## config.mk

```make
export PLATFORM = sky130hd
export DESIGN_NAME = img_buffer
export DESIGN_NICKNAME = d
export VERILOG_FILES = /design/src/rtl/img_buffer.sv
export SDC_FILE = /design/constraint.sdc
export NUM_CORES = 1
export LEC_CHECK = 0
export BUFFER_PORTS_ARGS = -buffer_cell sky130_fd_sc_hd__buf_2
export CAP_MARGIN = 0
export CORE_AREA = 8 8 359 361
export DETAILED_ROUTE_END_ITERATION = 16
export DIE_AREA = 0 0 367 369
export GPL_ROUTABILITY_DRIVEN = 0
export HOLD_SLACK_MARGIN = 0.1
export PLACE_DENSITY = 0.49
export SLEW_MARGIN = 25
export SYNTH_ARGS = -nofsm -noshare
export SYNTH_HDL_FRONTEND = slang
export SYNTH_SLANG_ARGS = --single-unit
```

## constraint.sdc

```tcl
create_clock -name clk -period 9.35 [get_ports clk]
set_input_delay 0.4675 -clock clk [delete_from_list [all_inputs] [get_ports clk]]
set_output_delay 0.4675 -clock clk [all_outputs]
set_load 0.05 [all_outputs]
```

## src/rtl/img_buffer.sv

```systemverilog
// -----------------------------------------------------------------------------
// img_buffer
//   Collects bytes from a serial receiver into one image frame of NUM_BYTES
//   bytes. The assembled frame goes to the inference block.
//   A partial frame is dropped (with a one-cycle frame_error pulse) if the
//   sender goes quiet for too long.
//
// Parameters
//   NUM_BYTES       bytes per frame (default 113 -> 904 image bits)
//   TIMEOUT_CYCLES  longest allowed idle gap inside a partial frame (2..65535)
//
// Ports
//   clk              system clock, rising edge
//   rst_n            asynchronous active-low reset
//   rx_byte          incoming byte; rx_byte[0] lands at the lowest bit of its slot
//   rx_valid         rx_byte is valid this cycle
//   rx_ready         block can take a byte this cycle (low only when FULL)
//   buffer_clear     consumer discards the frame; wins over a same-cycle byte
//   img_out          assembled frame, byte k at bits [8k+7:8k]
//   img_buffer_full  img_out holds a complete frame
//   byte_count       bytes accepted in the current frame
//   frame_error      one-cycle pulse when a partial frame times out
// -----------------------------------------------------------------------------
module img_buffer #(
    parameter int NUM_BYTES      = 113,
    parameter int TIMEOUT_CYCLES = 50000
) (
    input  logic                   clk,
    input  logic                   rst_n,
    input  logic [7:0]             rx_byte,
    input  logic                   rx_valid,
    output logic                   rx_ready,
    input  logic                   buffer_clear,
    output logic [NUM_BYTES*8-1:0] img_out,
    output logic                   img_buffer_full,
    output logic [6:0]             byte_count,
    output logic                   frame_error
);

    typedef enum logic [1:0] {
        ST_EMPTY   = 2'd0,
        ST_FILLING = 2'd1,
        ST_FULL    = 2'd2
    } state_t;

    // Idle counter value on the cycle the partial frame is abandoned.
    localparam logic [15:0] IDLE_LAST  = 16'(TIMEOUT_CYCLES - 1);
    localparam logic [6:0]  COUNT_LAST = 7'(NUM_BYTES - 1);

    state_t                 state_r;
    logic [NUM_BYTES*8-1:0] img_r;
    logic [6:0]             byte_count_r;
    logic                   full_r;
    logic                   frame_error_r;
    logic [15:0]            idle_r;

    logic                   ready_s;
    logic                   accept_s;
    logic                   last_byte_s;
    logic                   timeout_s;
    logic [9:0]             bit_idx_s;

    // Handshake decode and write-slot selection.
    always_comb begin
        ready_s     = 1'b0;
        accept_s    = 1'b0;
        last_byte_s = 1'b0;
        timeout_s   = 1'b0;
        bit_idx_s   = {byte_count_r, 3'b000};
        if (state_r != ST_FULL) begin
            ready_s = 1'b1;
        end else begin
            ready_s = 1'b0;
        end
        // A clear in the same cycle discards the byte rather than storing it.
        if (rx_valid && ready_s && !buffer_clear) begin
            accept_s = 1'b1;
        end else begin
            accept_s = 1'b0;
        end
        if (byte_count_r == COUNT_LAST) begin
            last_byte_s = 1'b1;
        end else begin
            last_byte_s = 1'b0;
        end
        // An accept in the expiry cycle keeps the frame alive.
        if ((state_r == ST_FILLING) && (idle_r == IDLE_LAST) && !accept_s) begin
            timeout_s = 1'b1;
        end else begin
            timeout_s = 1'b0;
        end
    end

    // Frame FSM with its datapath, idle counter and registered status outputs.
    always_ff @(posedge clk or negedge rst_n) begin
        if (!rst_n) begin
            state_r       <= ST_EMPTY;
            img_r         <= '0;
            byte_count_r  <= 7'd0;
            full_r        <= 1'b0;
            frame_error_r <= 1'b0;
            idle_r        <= 16'd0;
        end else begin
            frame_error_r <= 1'b0;
            if (buffer_clear) begin
                state_r      <= ST_EMPTY;
                img_r        <= '0;
                byte_count_r <= 7'd0;
                full_r       <= 1'b0;
                idle_r       <= 16'd0;
            end else if (accept_s) begin
                img_r[bit_idx_s +: 8] <= rx_byte;
                byte_count_r          <= byte_count_r + 7'd1;
                idle_r                <= 16'd0;
                if (last_byte_s) begin
                    state_r <= ST_FULL;
                    full_r  <= 1'b1;
                end else begin
                    state_r <= ST_FILLING;
                end
            end else if (timeout_s) begin
                state_r       <= ST_EMPTY;
                img_r         <= '0;
                byte_count_r  <= 7'd0;
                idle_r        <= 16'd0;
                frame_error_r <= 1'b1;
            end else begin
                case (state_r)
                    ST_FILLING: idle_r <= idle_r + 16'd1;
                    ST_EMPTY:   idle_r <= 16'd0;
                    ST_FULL:    idle_r <= 16'd0;
                    default: begin
                        // Unreachable encoding: fall back to a clean empty buffer.
                        state_r      <= ST_EMPTY;
                        img_r        <= '0;
                        byte_count_r <= 7'd0;
                        full_r       <= 1'b0;
                        idle_r       <= 16'd0;
                    end
                endcase
            end
        end
    end

    assign rx_ready        = ready_s;
    assign img_out         = img_r;
    assign img_buffer_full = full_r;
    assign byte_count      = byte_count_r;
    assign frame_error     = frame_error_r;

endmodule
```

# Word-level counts from Yosys, hierarchy flattened
# Cells that the tools add are included.
# word_totals
ff_bits,931
inputBits,12
output_inout_bits,914
word_cells,59
# op_classes
addsub,3
eq_ne,9
shift,2
n_mux,30
n_reduce_logical,9
# op_table
cell,n
2-to-1 mux 904 bit,4
bitwise mux 904 bit,1
"variable shift 8 x 12 -> 904 bit, first input constant",1
indexed part select 8 x 12 -> 904 bit,1
2-to-1 mux 16 bit,4
2-to-1 mux 7 bit,4
"adder 16 x 1 -> 16 bit, second input constant",1
"equality test 16 bit, second input constant",1
2-to-1 mux 1 bit,12
negation 10 -> 12 bit,1
2-to-1 mux 2 bit,5
"adder 7 x 1 -> 7 bit, second input constant",1
"equality test 7 bit, second input constant",1
logical AND 1 bit,4
"inequality test 4 x 1 -> 1 bit, second input constant",1
"inequality test 3 x 1 -> 1 bit, second input constant",1
"inequality test 3 x 2 -> 1 bit, second input constant",1
"inequality test 3 bit, second input constant",1
AND reduction 3 bit,1
OR reduction 3 bit,1
"equality test 2 x 1 -> 1 bit, second input constant",1
"equality test 2 bit, second input constant",1
logical NOT 1 bit,2
logical NOT 2 bit,1
"inequality test 2 bit, second input constant",1

# Depth between registers and ports, before layout
# Gate-level depths: netlist (run 1).
# logic_depth
ltp_word,11
ltp_mapped,13
depth_no_buf,8

# Least setup slack after synthesis (run 1)
# Ideal clock, no wire load.
# synth_timing
path_type,reg-to-reg
from,"reg byte_count_r[0], in the netlist byte_count[0]"
to,"reg img_r[518], in the netlist img_out[518]"
setup_time_ns,0.127
arrival_ns,3.263
t_required_ns,9.223
setup_slack_ns,5.959
path_stages_with_launch,14
n_path_buf,5
synth_period_minus_slack_ns,3.391
path_cell_list,dfrtp_1 > buf_2 > inv_1 > ha_1 > buf_2 > or4b_2 > nor3_1 > or4_1 > buf_2 > or4_1 > buf_2 > buf_6 > nand3_1 > o21ai_1
# synth_via
elab_chain_cells,5
word_cells_on_any_way,6
classes_between,1 x add/sub; 2 x shift; 3 x mux
# synth_rtl
element,line_no,text
from (decl),52,logic [6:0] byte_count_r;
from (signal assigned),113,byte_count_r <= byte_count_r + 7'd1;
negation 10 -> 12 bit *,112,img_r[bit_idx_s +: 8] <= rx_byte;
indexed part select 8 x 12 -> 904 bit / variable shift 8 x 12 -> 904 bit (equally long branches),112,
bitwise mux 904 bit *,112,
2-to-1 mux 904 bit *,111,end else if (accept_s) begin
2-to-1 mux 904 bit *,105,if (buffer_clear) begin
"to (signal, indexed assignment)",112,
to (decl),51,logic [NUM_BYTES*8-1:0] img_r;
# Mark *: on every way between the ends. The rest lies on a longest branch, timed or not.
# A chain may end at the register's enable or synchronous reset.

# Final worst setup path (run 1)
# layout_timing
from,"reg byte_count_r[1], in the netlist byte_count[1]"
to,"reg img_r[102], in the netlist img_out[102]"
# The elaborated chain is that of the path after synthesis.

==> run summary, run 1 <==
run status = finished, final reports clean
average wire per standard cell = 32.0 um
master cell of the clock root buffer = sky130_fd_sc_hd__clkbuf_16
routed vias = 30000
antenna viol nets, final = 0
kind of critical path = reg2reg
switching part of the total = 0.258
leakage power = 23.1 nW
fraction of synthesis flops using an asynchronous set or reset pin = 1.00
clk sink count = 931
detail-routed via count per cell = 5.46
final hold violation count = 0
first-pass GRT wire length = 247000 um
Resized cells post-CTS = 0
minimum period implied by the final worst setup slack = 4.23 ns
portion of the clock cycle consumed by the worst path in the final layout = 0.452
RSZ-0062 raised after global routing = no
Post-Syn Instances = 2866
top library cells by usage in the layout, fill and taps aside = 931 x sky130_fd_sc_hd__dfrtp_1, 924 x sky130_fd_sc_hd__buf_2, 478 x sky130_fd_sc_hd__a22o_1, 277 x sky130_fd_sc_hd__o2bb2ai_1, 190 x sky130_fd_sc_hd__nand3_1
clock latency on the worst-skew pair = 0.70 ns
total global routing overflow = 0
CTS tree = yes
synthesized net count = 2884
number of iterations in the first detailed-routing pass = 5
Worst setup SP type = flop
hpwl dp = 126000 um
proportion of layout cells with a drive suffix above 1 = 0.316
syn avg cell area = 12.5 sq um
I/O Pins = 926
Max-slew headroom = 0.282
synthesis-to-finish area growth = 28.7%
routed wire length = 176000 um
final count of negative-setup-slack endpoints = 0
Detailed Route Iter0 Violations = 2441
H-Tree Depth = 3
Port Buf Inserts = 925
part of the power in the clock network = 0.490
worst-case clock skew = 0.0400 ns
vias in the first global route = 30900
Die H = 369 um
Post-route DRC = 0
Pwr Density = 196 mW/mm^2
share of the core filled with cells in the final layout = 0.375
required time at the worst-slack endpoint = 9.98 ns
die outline area = 0.135 sq mm
Yosys reg bits = 931
max-slew violation count = 0
post-route setup TNS = 0 ns
area of the mapped netlist = 0.0359 sq mm
Floorplan Core Area = 0.123 sq mm
largest net degree at the start of global routing = 178
synthesis warning total = 0
overall global routing resource usage = 0.248
effective utilization at floorplan = 0.292
cts bufs inserted = 106
post-synthesis cell type count = 59
measured slew at the worst slew-check pin = 1.07 ns
switching power = 2.33 mW
portion of total power attributed to combinational logic = 0.064
Critical Path End Type = flop
clock-pin slew on the worst setup and hold paths = 0.06 ns
MaxCap Viol Count = 0
number of antenna violations at the first check in global routing = 6
final-stage net count = 3789
crit-path max FO = 20
Hold Path Class = in2async
Post-synth EDFFs = 0
most common cell after layout, fill and taps aside = sky130_fd_sc_hd__dfrtp_1
share of power burned in registers = 0.447
Achievable Freq = 236 MHz
total power draw = 9.04 mW
peak supply drop = 144 uV
Synth Flop Type = sky130_fd_sc_hd__dfrtp_1
internal power = 6.71 mW
Worst Path Arrival = 4.86 ns
minimum hold slack = 0.339 ns
cell row count = 129
r2r worst-path depth = 9
sequential fraction of the synthesis area = 0.649
chip width = 367 um
number of buffers on the longest clock path = 3
==> cell type report <==
class | instances | area, sq um
diodes | 2 | 5.00
clock buffers | 150 | 3070
fillers | 12300 | 76800
clock inverters | 45 | 623
well taps | 1637 | 2050
repair buffers | 980 | 5150
inverters | 6 | 22.5
flip-flops and latches | 931 | 23300
multi-input cells | 1746 | 11900
==> state kept, by name (all words and copies together) (netlist names) <==
signal / cells
img_buffer_full: 1
state_r: 2
byte_count: 7
frame_error: 1
img_out: 904
idle_r: 16
==> synthesized netlist by cell type (36+ instances only) <==
cell | number | share of area
sky130_fd_sc_hd__dfrtp_1 | 931 | 0.65
sky130_fd_sc_hd__a22o_1 | 478 | 0.12
sky130_fd_sc_hd__o2bb2ai_1 | 277 | 0.068
sky130_fd_sc_hd__nand3_1 | 190 | 0.027
sky130_fd_sc_hd__nand2_1 | 139 | 0.015
sky130_fd_sc_hd__o21ai_0 | 135 | 0.019
sky130_fd_sc_hd__nor2_1 | 126 | 0.013
sky130_fd_sc_hd__clkbuf_1 | 122 | 0.013
sky130_fd_sc_hd__nor3_1 | 119 | 0.017
sky130_fd_sc_hd__o21ai_1 | 105 | 0.015
sky130_fd_sc_hd__buf_2 | 36 | 0.0050
==> repair_timing <==
item                                   4_1_cts  5_1_grt
endpoints found under the hold margin       80        0
setup endpoints to repair                    0        0
setup buffers                                0        0
hold buffers                                 3        0
==> routing by layer <==
metal | up-vias | global-route usage | part of all wire
met5 | - | 0 | 0
met4 | 0 | 0.0951 | 0.040
met3 | 255 | 0.0759 | 0.084
met2 | 1309 | 0.386 | 0.45
met1 | 15700 | 0.325 | 0.42
li1 | 12800 | - | -
==> worst max-delay path, cell delays in order, from the launching register on <==
cell and delay (ns):
sky130_fd_sc_hd__dfrtp_1 0.53, sky130_fd_sc_hd__inv_1 0.18, sky130_fd_sc_hd__ha_1 0.39, sky130_fd_sc_hd__or4b_2 0.72, sky130_fd_sc_hd__o211ai_1 0.16, sky130_fd_sc_hd__and3_2 0.69
sky130_fd_sc_hd__buf_4 0.42, sky130_fd_sc_hd__nor3_1 0.08, sky130_fd_sc_hd__o21ai_1 0.74, sky130_fd_sc_hd__a22o_1 0.23
==> through the flow <==
stage	area [sq um]	cells	setup slack (ns)
after CTS	46100	5493	5.16
after global placement	42300	5294	5.20
after floorplan	35900	2866	5.96
after global routing	46200	5495	4.95
final	46200	5497	5.12
after detailed placement	42400	5295	5.14
==> worst paths after layout <==
path                                           start  slack [ns]                        to
max in group asynchronous                      rst_n        6.84    img_out[2]$_DFFE_PN0P_
setup / recovery           byte_count[1]$_DFFE_PN0P_        5.12  img_out[102]$_DFFE_PN0P_
hold / removal                                 rst_n        0.34  img_out[621]$_DFFE_PN0P_
hold reg to reg                  idle_r[0]$_DFF_PN0_        0.46       idle_r[0]$_DFF_PN0_
min in group clk                          rx_byte[5]        0.41  img_out[853]$_DFFE_PN0P_
setup reg to reg           byte_count[1]$_DFFE_PN0P_        5.12  img_out[102]$_DFFE_PN0P_
==> logic make-up after synthesis <==
logic type	Yosys count	synth area share
buf+inv	189	0.0224
compound gates	1050	0.231
simple gates	675	0.0918
fa+ha+maj	6	0.00209
flops	931	0.649
xor+xnor	15	0.00366
==> power by group through the flow <==
stage,registers [mW],logic [mW],clock network (mW)
final,4.04,0.576,4.43
after global routing,4.04,0.619,4.67
after CTS,4.04,0.585,4.51
after detailed placement,4.11,0.583,0
after global placement,4.11,0.580,0
after floorplan,4.13,0.241,0
Note: power is estimated with default switching activity, not from simulation.
==> inputs of run 2 (changes only) <==
--- a/config.mk
+++ b/config.mk
@@ -5,14 +5,15 @@
 export SDC_FILE = /design/constraint.sdc
 export NUM_CORES = 1
 export LEC_CHECK = 0
+export ABC_AREA = 1
 export BUFFER_PORTS_ARGS = -buffer_cell sky130_fd_sc_hd__buf_2
 export CAP_MARGIN = 0
-export CORE_AREA = 8 8 359 361
+export CORE_AREA = 8 8 354 356
 export DETAILED_ROUTE_END_ITERATION = 16
-export DIE_AREA = 0 0 367 369
+export DIE_AREA = 0 0 362 364
 export GPL_ROUTABILITY_DRIVEN = 0
 export HOLD_SLACK_MARGIN = 0.1
-export PLACE_DENSITY = 0.49
+export PLACE_DENSITY = 0.57
 export SLEW_MARGIN = 25
 export SYNTH_ARGS = -nofsm -noshare
 export SYNTH_HDL_FRONTEND = slang
==> constraint.sdc (replaced) <==
create_clock -name clk -period 3.8 [get_ports clk]
set_input_delay 0.19 -clock clk [delete_from_list [all_inputs] [get_ports clk]]
set_output_delay 0.19 -clock clk [all_outputs]
set_load 0.05 [all_outputs]
==> run summary, run 2 <==
Yosys reg bits = 931 (unchanged)
leakage power = 30.5 nW (+32%)
crit-path max FO = 176 (+780%)
Die H = 364 um (-1.4%)
max-slew violation count = 0 (unchanged)
total power draw = 22.8 mW (+150%)
portion of the clock cycle consumed by the worst path in the final layout = 0.859 (+0.407)
Max-slew headroom = 0.255 (-0.0266)
syn avg cell area = 8.01 sq um (-36%)
r2r worst-path depth = 8 (-1)
RSZ-0062 raised after global routing = no
cell row count = 127 (-1.6%)
kind of critical path = reg2reg
clk sink count = 931 (unchanged)
MaxCap Viol Count = 0 (unchanged)
Post-synth EDFFs = 0 (unchanged)
Critical Path End Type = flop
Pwr Density = 444 mW/mm^2 (+130%)
number of buffers on the longest clock path = 3 (unchanged)
cts bufs inserted = 105 (-0.94%)
sequential fraction of the synthesis area = 0.573 (-0.0765)
number of iterations in the first detailed-routing pass = 6 (+1)
minimum period implied by the final worst setup slack = 3.26 ns (-0.965 ns)
largest net degree at the start of global routing = 177 (-0.56%)
Floorplan Core Area = 0.119 sq mm (-3.0%)
worst reg-to-reg setup slack = 0.54 ns (-4.59 ns)
synth top area cells = sky130_fd_sc_hd__dfrtp_1 57%, sky130_fd_sc_hd__nand2_1 23%, sky130_fd_sc_hd__nand3_1 8.3%, sky130_fd_sc_hd__nor2_1 3.3%, sky130_fd_sc_hd__inv_1 1.5%
top library cells by usage in the layout, fill and taps aside = 2452 x sky130_fd_sc_hd__nand2_1, 931 x sky130_fd_sc_hd__dfrtp_1, 924 x sky130_fd_sc_hd__buf_2, 670 x sky130_fd_sc_hd__nand3_1, 347 x sky130_fd_sc_hd__nor2_1
synthesis-to-finish area growth = 26.1%
number of antenna violations at the first check in global routing = 9 (+3)
clock-pin slew on the worst setup and hold paths = 0.06 ns (about the same)
run status = finished, final reports clean
most frequent cells after synthesis = 2457 x sky130_fd_sc_hd__nand2_1, 931 x sky130_fd_sc_hd__dfrtp_1, 671 x sky130_fd_sc_hd__nand3_1
filler-free cell count of the finished design = 7742 (+41%)
Port Buf Inserts = 925 (unchanged)
number of flip-flops in the largest register = 904 (unchanged)
effective utilization at floorplan = 0.341 (+0.0491)
switching power = 6.28 mW (+170%)
area after detailed placement = 0.0476 sq mm (+12%)
die outline area = 0.132 sq mm (-2.7%)
final-stage net count = 6054 (+60%)
Post-route DRC = 0 (unchanged)
most common cell after layout, fill and taps aside = sky130_fd_sc_hd__nand2_1
post-synthesis cell type with the largest combined area = sky130_fd_sc_hd__dfrtp_1
cell count after placement = 7532 (+42%)
Detailed Route Iter0 Violations = 4579 (+88%)
part of the power in the clock network = 0.470 (-0.020)
switching part of the total = 0.275 (+0.0175)
final instance area = 0.0513 sq mm (+11%)
Post-Syn Instances = 5079 (+77%)
Hold Path Class = in2async
hpwl dp = 146000 um (+15%)
Worst setup SP type = flop
internal power = 16.5 mW (+150%)
required time at the worst-slack endpoint = 4.39 ns (-5.59 ns)
portion of total power attributed to combinational logic = 0.094 (+0.030)
synthesized net count = 5097 (+77%)
detail-routed via count per cell = 5.11 (-6.3%)
number of fillers in the final layout = 12300 (-0.11%)
average wire per standard cell = 25.0 um (-22%)
worst-case clock skew = 0.0236 ns (-0.0164 ns)
overall global routing resource usage = 0.283 (+0.0342)
Reg2Reg Launch Point = state_r[0]$_DFFE_PN0P_
share of the synthesized area in the top cell type = 0.573 (-0.0765)
Synth Flop Type = sky130_fd_sc_hd__dfrtp_1
measured slew at the worst slew-check pin = 1.12 ns (+0.0482 ns)
routed vias = 39600 (+32%)
most frequently used cell type in the post-synthesis netlist = sky130_fd_sc_hd__nand2_1
share of power burned in registers = 0.436 (-0.011)
proportion of layout cells with a drive suffix above 1 = 0.222 (-0.0942)
Achievable Freq = 306 MHz (+30%)
antenna viol nets, final = 0 (unchanged)
chip width = 362 um (-1.4%)
clock latency on the worst-skew pair = 0.72 ns (+0.02 ns)
Post-CTS Repair Setup Buffers = 0 (unchanged)
first-pass GRT wire length = 277000 um (+12%)
post-route setup TNS = 0 ns (unchanged)
peak supply drop = 368 uV (+160%)
I/O Pins = 926 (unchanged)
routed wire length = 194000 um (+10%)
H-Tree Depth = 3 (unchanged)
CTS tree = yes
total global routing overflow = 0 (unchanged)
fraction of synthesis flops using an asynchronous set or reset pin = 1.00 (unchanged)
Crit Reg-Reg Endpoint = img_out[622]$_DFFE_PN0P_
final count of negative-setup-slack endpoints = 0 (unchanged)
area of the mapped netlist = 0.0407 sq mm (+13%)
post-synthesis cell type count = 36 (-39%)
master cell of the clock root buffer = sky130_fd_sc_hd__clkbuf_16
Worst Path Arrival = 3.85 ns (-1.01 ns)
vias in the first global route = 38900 (+26%)
final hold violation count = 0 (unchanged)
synthesis warning total = 0 (unchanged)
==> run 2: changes by cell type after synthesis, moves of 48 or more <==
cell | previous run | this run
sky130_fd_sc_hd__inv_1 | 6 | 158
sky130_fd_sc_hd__o21ai_1 | 105 | 15
sky130_fd_sc_hd__nor2_2 | 0 | 48
sky130_fd_sc_hd__a22o_1 | 478 | 0
sky130_fd_sc_hd__nor2_1 | 126 | 358
sky130_fd_sc_hd__nand2_1 | 139 | 2457
sky130_fd_sc_hd__nand3_1 | 190 | 671
sky130_fd_sc_hd__clkbuf_1 | 122 | 56
sky130_fd_sc_hd__o21ai_0 | 135 | 10
sky130_fd_sc_hd__o2bb2ai_1 | 277 | 0
==> run 2: cell families after synthesis <==
group / count (synthesis) / synth area share
AOI/OAI and AO/OA: 40 / 0.00523
xor gates and xnor gates: 6 / 0.00129
adders and majority gates: 6 / 0.00185
buffers and inverters: 382 / 0.0387
DFF: 931 / 0.573
and+or+nand+nor: 3714 / 0.380
==> run 2: layout make-up <==
type / count / area, sq um / share of cell area
inverters: 190 / 718 / 0.0140
diodes: 3 / 7.51 / 0.000146
flip-flops and latches: 931 / 23300 / 0.454
clock inverters: 35 / 439 / 0.00856
well taps: 1612 / 2020 / 0.0393
repair buffers: 1042 / 5730 / 0.112
clock buffers: 163 / 3170 / 0.0618
multi-input cells: 3766 / 15900 / 0.310
==> run 2: worst max-delay path, stage by stage, from the launching register on <==
cell and delay, ns:
sky130_fd_sc_hd__dfrtp_1 0.42, sky130_fd_sc_hd__inv_2 0.07, sky130_fd_sc_hd__nand2_1 0.12, sky130_fd_sc_hd__nand3_4 0.24, sky130_fd_sc_hd__buf_4 0.76, sky130_fd_sc_hd__nand2_4 0.40, sky130_fd_sc_hd__buf_12 0.32, sky130_fd_sc_hd__nand3_1 0.30
sky130_fd_sc_hd__nand2_1 0.08
==> run 2: per-layer routing <==
metal | track usage | vias up | routed length (um)
met5 | 0 | - | 24
met2 | 0.450 | 1932 | 88200
met4 | 0.108 | 4 | 8200
met1 | 0.358 | 19300 | 77600
li1 | - | 17900 | -
met3 | 0.0912 | 369 | 19800
==> run 2: power by group through the flow <==
stage	clock network, mW	logic, mW	registers (mW)
6_report	10.7	2.14	9.95
3_5_place_dp	0	2.13	10.1
4_1_cts	10.8	2.14	9.95
5_1_grt	11.2	2.27	9.94
2_1_floorplan	0	1.00	10.2
3_3_place_gp	0	2.13	10.1
==> run 2: worst max-delay path by stage <==
stage | depth (start not counted) | slack, ns | startpoint | endpoint
after floorplan | 15 | 0.88 | byte_count[0]$_DFFE_PN0P_ | img_out[232]$_DFFE_PN0P_
after global placement | 12 | 0.57 | byte_count[1]$_DFFE_PN0P_ | img_out[806]$_DFFE_PN0P_
after detailed placement | 12 | 0.58 | byte_count[1]$_DFFE_PN0P_ | img_out[806]$_DFFE_PN0P_
after CTS | 12 | 0.55 | byte_count[1]$_DFFE_PN0P_ | img_out[806]$_DFFE_PN0P_
after global routing | 13 | 0.34 | byte_count[1]$_DFFE_PN0P_ | img_out[237]$_DFFE_PN0P_
final | 8 | 0.54 | state_r[0]$_DFFE_PN0P_ | img_out[622]$_DFFE_PN0P_
==> run 2: metrics by stage <==
| step | hold WS, ns | setup slack (ns) | util |
|---|---|---|---|
| after floorplan | -0.106 | 0.876 | - |
| after global placement | 0.328 | 0.566 | 0.399 |
| after detailed placement | 0.341 | 0.580 | 0.399 |
| after CTS | 0.117 | 0.547 | 0.430 |
| after global routing | 0.165 | 0.344 | 0.430 |
| final | 0.166 | 0.536 | 0.430 |
==> run 2: what timing repair did <==
| item | CTS | global route |
|---|---|---|
| endpoints found under the hold margin | 93 | 0 |
| hold buffers | 9 | 0 |
| gates resized for setup | 0 | 0 |
==> inputs of run 3 (changes only) <==
--- a/config.mk
+++ b/config.mk
@@ -8,12 +8,13 @@
 export ABC_AREA = 1
 export BUFFER_PORTS_ARGS = -buffer_cell sky130_fd_sc_hd__buf_2
 export CAP_MARGIN = 0
-export CORE_AREA = 8 8 354 356
+export CELL_PAD_IN_SITES_DETAIL_PLACEMENT = 1
+export CELL_PAD_IN_SITES_GLOBAL_PLACEMENT = 1
+export CORE_AREA = 8 8 356 358
 export DETAILED_ROUTE_END_ITERATION = 16
-export DIE_AREA = 0 0 362 364
-export GPL_ROUTABILITY_DRIVEN = 0
+export DIE_AREA = 0 0 364 366
 export HOLD_SLACK_MARGIN = 0.1
-export PLACE_DENSITY = 0.57
+export PLACE_DENSITY = 0.73
 export SLEW_MARGIN = 25
 export SYNTH_ARGS = -nofsm -noshare
 export SYNTH_HDL_FRONTEND = slang
==> run summary, run 3 (synthesis results as in run 2) <==
Achievable Freq = 291 MHz (-5.1%)
worst stage delay on the critical path = 0.61 ns (-0.15 ns)
measured slew at the worst slew-check pin = 1.01 ns (-0.111 ns)
number of iterations in the first detailed-routing pass = 5 (-1)
worst reg-to-reg setup slack = 0.36 ns (-0.18 ns)
Hold Path Class = in2async
proportion of layout cells with a drive suffix above 1 = 0.222 (about the same)
vias in the first global route = 42300 (+8.6%)
final count of negative-setup-slack endpoints = 0 (unchanged)
hpwl dp = 155000 um (+6.1%)
post-placement worst setup slack = 0.434 ns (-0.146 ns)
MaxCap Viol Count = 0 (unchanged)
effective utilization at floorplan = 0.336 (-0.00445)
chip width = 364 um (+0.55%)
r2r worst-path depth = 13 (+5)
slowest stage cell on the critical path = sky130_fd_sc_hd__nor3_2
filler-free cell count of the finished design = 7751 (+0.12%)
peak supply drop = 467 uV (+27%)
most used cell along the critical path = sky130_fd_sc_hd__nand2_1
clk sink count = 931 (unchanged)
Post-route DRC = 0 (unchanged)
I/O Pins = 926 (unchanged)
cells along the critical path = inv_1 -> ha_1 -> nand2_2 -> nor2_2 -> nand2_2 -> nand2_4 -> nand2_1 -> inv_2 -> buf_4 -> nand2_1 -> nor3_2 -> nand2_1 -> nand2_1
clock latency on the worst-skew pair = 0.71 ns (about the same)
RSZ-0062 raised after global routing = no
run status = finished, final reports clean
leakage power = 30.5 nW (about the same)
H-Tree Depth = 3 (unchanged)
total global routing overflow = 0 (unchanged)
antenna viol nets, final = 0 (unchanged)
master cell of the clock root buffer = sky130_fd_sc_hd__clkbuf_16
Reg2Reg Launch Point = byte_count[1]$_DFFE_PN0P_
Pwr Density = 446 mW/mm^2 (+0.29%)
number of flip-flops in the largest register = 904 (unchanged)
portion of the clock cycle consumed by the worst path in the final layout = 0.905 (+0.0464)
max-slew violation count = 0 (unchanged)
routed wire length = 203000 um (+4.9%)
number of antenna violations at the first check in global routing = 10 (+1)
Detailed Route Iter0 Violations = 3218 (-30%)
minimum period implied by the final worst setup slack = 3.44 ns (+0.176 ns)
average wire per standard cell = 26.2 um (+4.8%)
synthesis-to-finish area growth = 26.2% (about the same)
die outline area = 0.133 sq mm (+1.1%)
worst-case clock skew = 0.0309 ns (+0.00726 ns)
Post-CTS Repair Setup Buffers = 0 (unchanged)
detail-routed via count per cell = 5.18 (+1.3%)
top library cells by usage in the layout, fill and taps aside = 2452 x sky130_fd_sc_hd__nand2_1, 931 x sky130_fd_sc_hd__dfrtp_1, 924 x sky130_fd_sc_hd__buf_2, 670 x sky130_fd_sc_hd__nand3_1, 350 x sky130_fd_sc_hd__nor2_1
number of buffers on the longest clock path = 3 (unchanged)
post-route setup TNS = 0 ns (unchanged)
share of the core filled with cells in the final layout = 0.425 (-0.00537)
Port Buf Inserts = 925 (unchanged)
crit-path max FO = 13 (-93%)
Die H = 366 um (+0.55%)
final hold violation count = 0 (unchanged)
cts bufs inserted = 104 (-0.95%)
cell row count = 128 (+0.79%)
kind of critical path = reg2reg
Crit Reg-Reg Endpoint = img_out[656]$_DFFE_PN0P_
clock-pin slew on the worst setup and hold paths = 0.06 ns (about the same)
cell count after placement = 7544 (+0.16%)
overall global routing resource usage = 0.295 (+0.0128)
Worst setup SP type = flop
first-pass GRT wire length = 295000 um (+6.4%)
Critical Path End Type = flop
final-stage net count = 6051 (-0.050%)
routed vias = 40100 (+1.4%)
Worst Path Arrival = 4.08 ns (+0.23 ns)
Max-slew headroom = 0.329 (+0.0738)
final worst slack = 0.360 ns (-0.176 ns)
most common cell after layout, fill and taps aside = sky130_fd_sc_hd__nand2_1
largest net degree at the start of global routing = 92 (-48%)
Floorplan Core Area = 0.121 sq mm (+1.3%)
total power draw = 22.9 mW (+0.35%)
required time at the worst-slack endpoint = 4.44 ns (+0.05 ns)
GP Congestion = 0.883
CTS tree = yes
==> run 3: changes by cell type in the layout (fill, tap and decap cells not counted), moves of 3 or more <==
cell and change:
sky130_fd_sc_hd__clkbuf_1 -13, sky130_fd_sc_hd__clkinv_2 +7, sky130_fd_sc_hd__buf_4 -5, sky130_fd_sc_hd__clkbuf_8 -5, sky130_fd_sc_hd__buf_12 +4, sky130_fd_sc_hd__diode_2 +4
sky130_fd_sc_hd__nor2_2 -4, sky130_fd_sc_hd__nor3_1 +4, sky130_fd_sc_hd__nor3_2 -4, sky130_fd_sc_hd__bufinv_16 +3, sky130_fd_sc_hd__inv_6 +3, sky130_fd_sc_hd__nor2_1 +3
==> run 3: routing by layer <==
metal	track usage	routed length, um	vias to the layer above
li1	-	-	17900
met1	0.366	81800	20300
met2	0.474	93600	1516
met3	0.0922	17700	403
met4	0.128	10100	6
met5	0	40	-
==> run 3: worst max-delay path by stage <==
stage                                         start                  endpoint  slack (ns)  depth (start not counted)
final                     byte_count[1]$_DFFE_PN0P_  img_out[656]$_DFFE_PN0P_        0.36                         13
after global routing      byte_count[1]$_DFFE_PN0P_   img_out[37]$_DFFE_PN0P_        0.17                         13
after CTS                 byte_count[1]$_DFFE_PN0P_  img_out[355]$_DFFE_PN0P_        0.40                         12
after detailed placement  byte_count[1]$_DFFE_PN0P_  img_out[741]$_DFFE_PN0P_        0.43                         12
after global placement    byte_count[1]$_DFFE_PN0P_  img_out[738]$_DFFE_PN0P_        0.54                         12
after floorplan           byte_count[0]$_DFFE_PN0P_  img_out[232]$_DFFE_PN0P_        0.88                         15
==> run 3: critical path, delay by kind of cell (launching register included) <==
kind | cells | cell delay [ns]
DFF | 1 | 0.46
and+or+nand+nor | 9 | 1.97
adders and majority gates | 1 | 0.25
buffers and inverters | 3 | 0.69
==> run 3: what timing repair did <==
item,4_1_cts,5_1_grt
hold buffers,8,0
hold endpoints to repair,80,0
resized for setup,0,0
==> run 3: final cells by class <==
class                           instances  area [sq um]
Tap cell                             1625          2030
Inverter                              190           718
Sequential cell                       931         23300
Antenna cell                            7          17.5
Clock buffer                          143          3000
Timing Repair Buffer                 1040          5760
Fill cell                           14900         69600
Multi-Input combinational cell       3766         15900
Clock inverter                         49           609
==> run 3: where the power goes <==
part	internal [mW]	switching (mW)
clock	6.29	4.46
sequential	9.93	0.0160
combinational	0.314	1.87
==> run 3: metrics by stage <==
stage	area, sq um	hold slack (ns)
after floorplan	40700	-0.106
after global placement	47600	0.337
after detailed placement	47600	0.343
after CTS	51300	0.109
after global routing	51300	0.158
final	51300	0.119
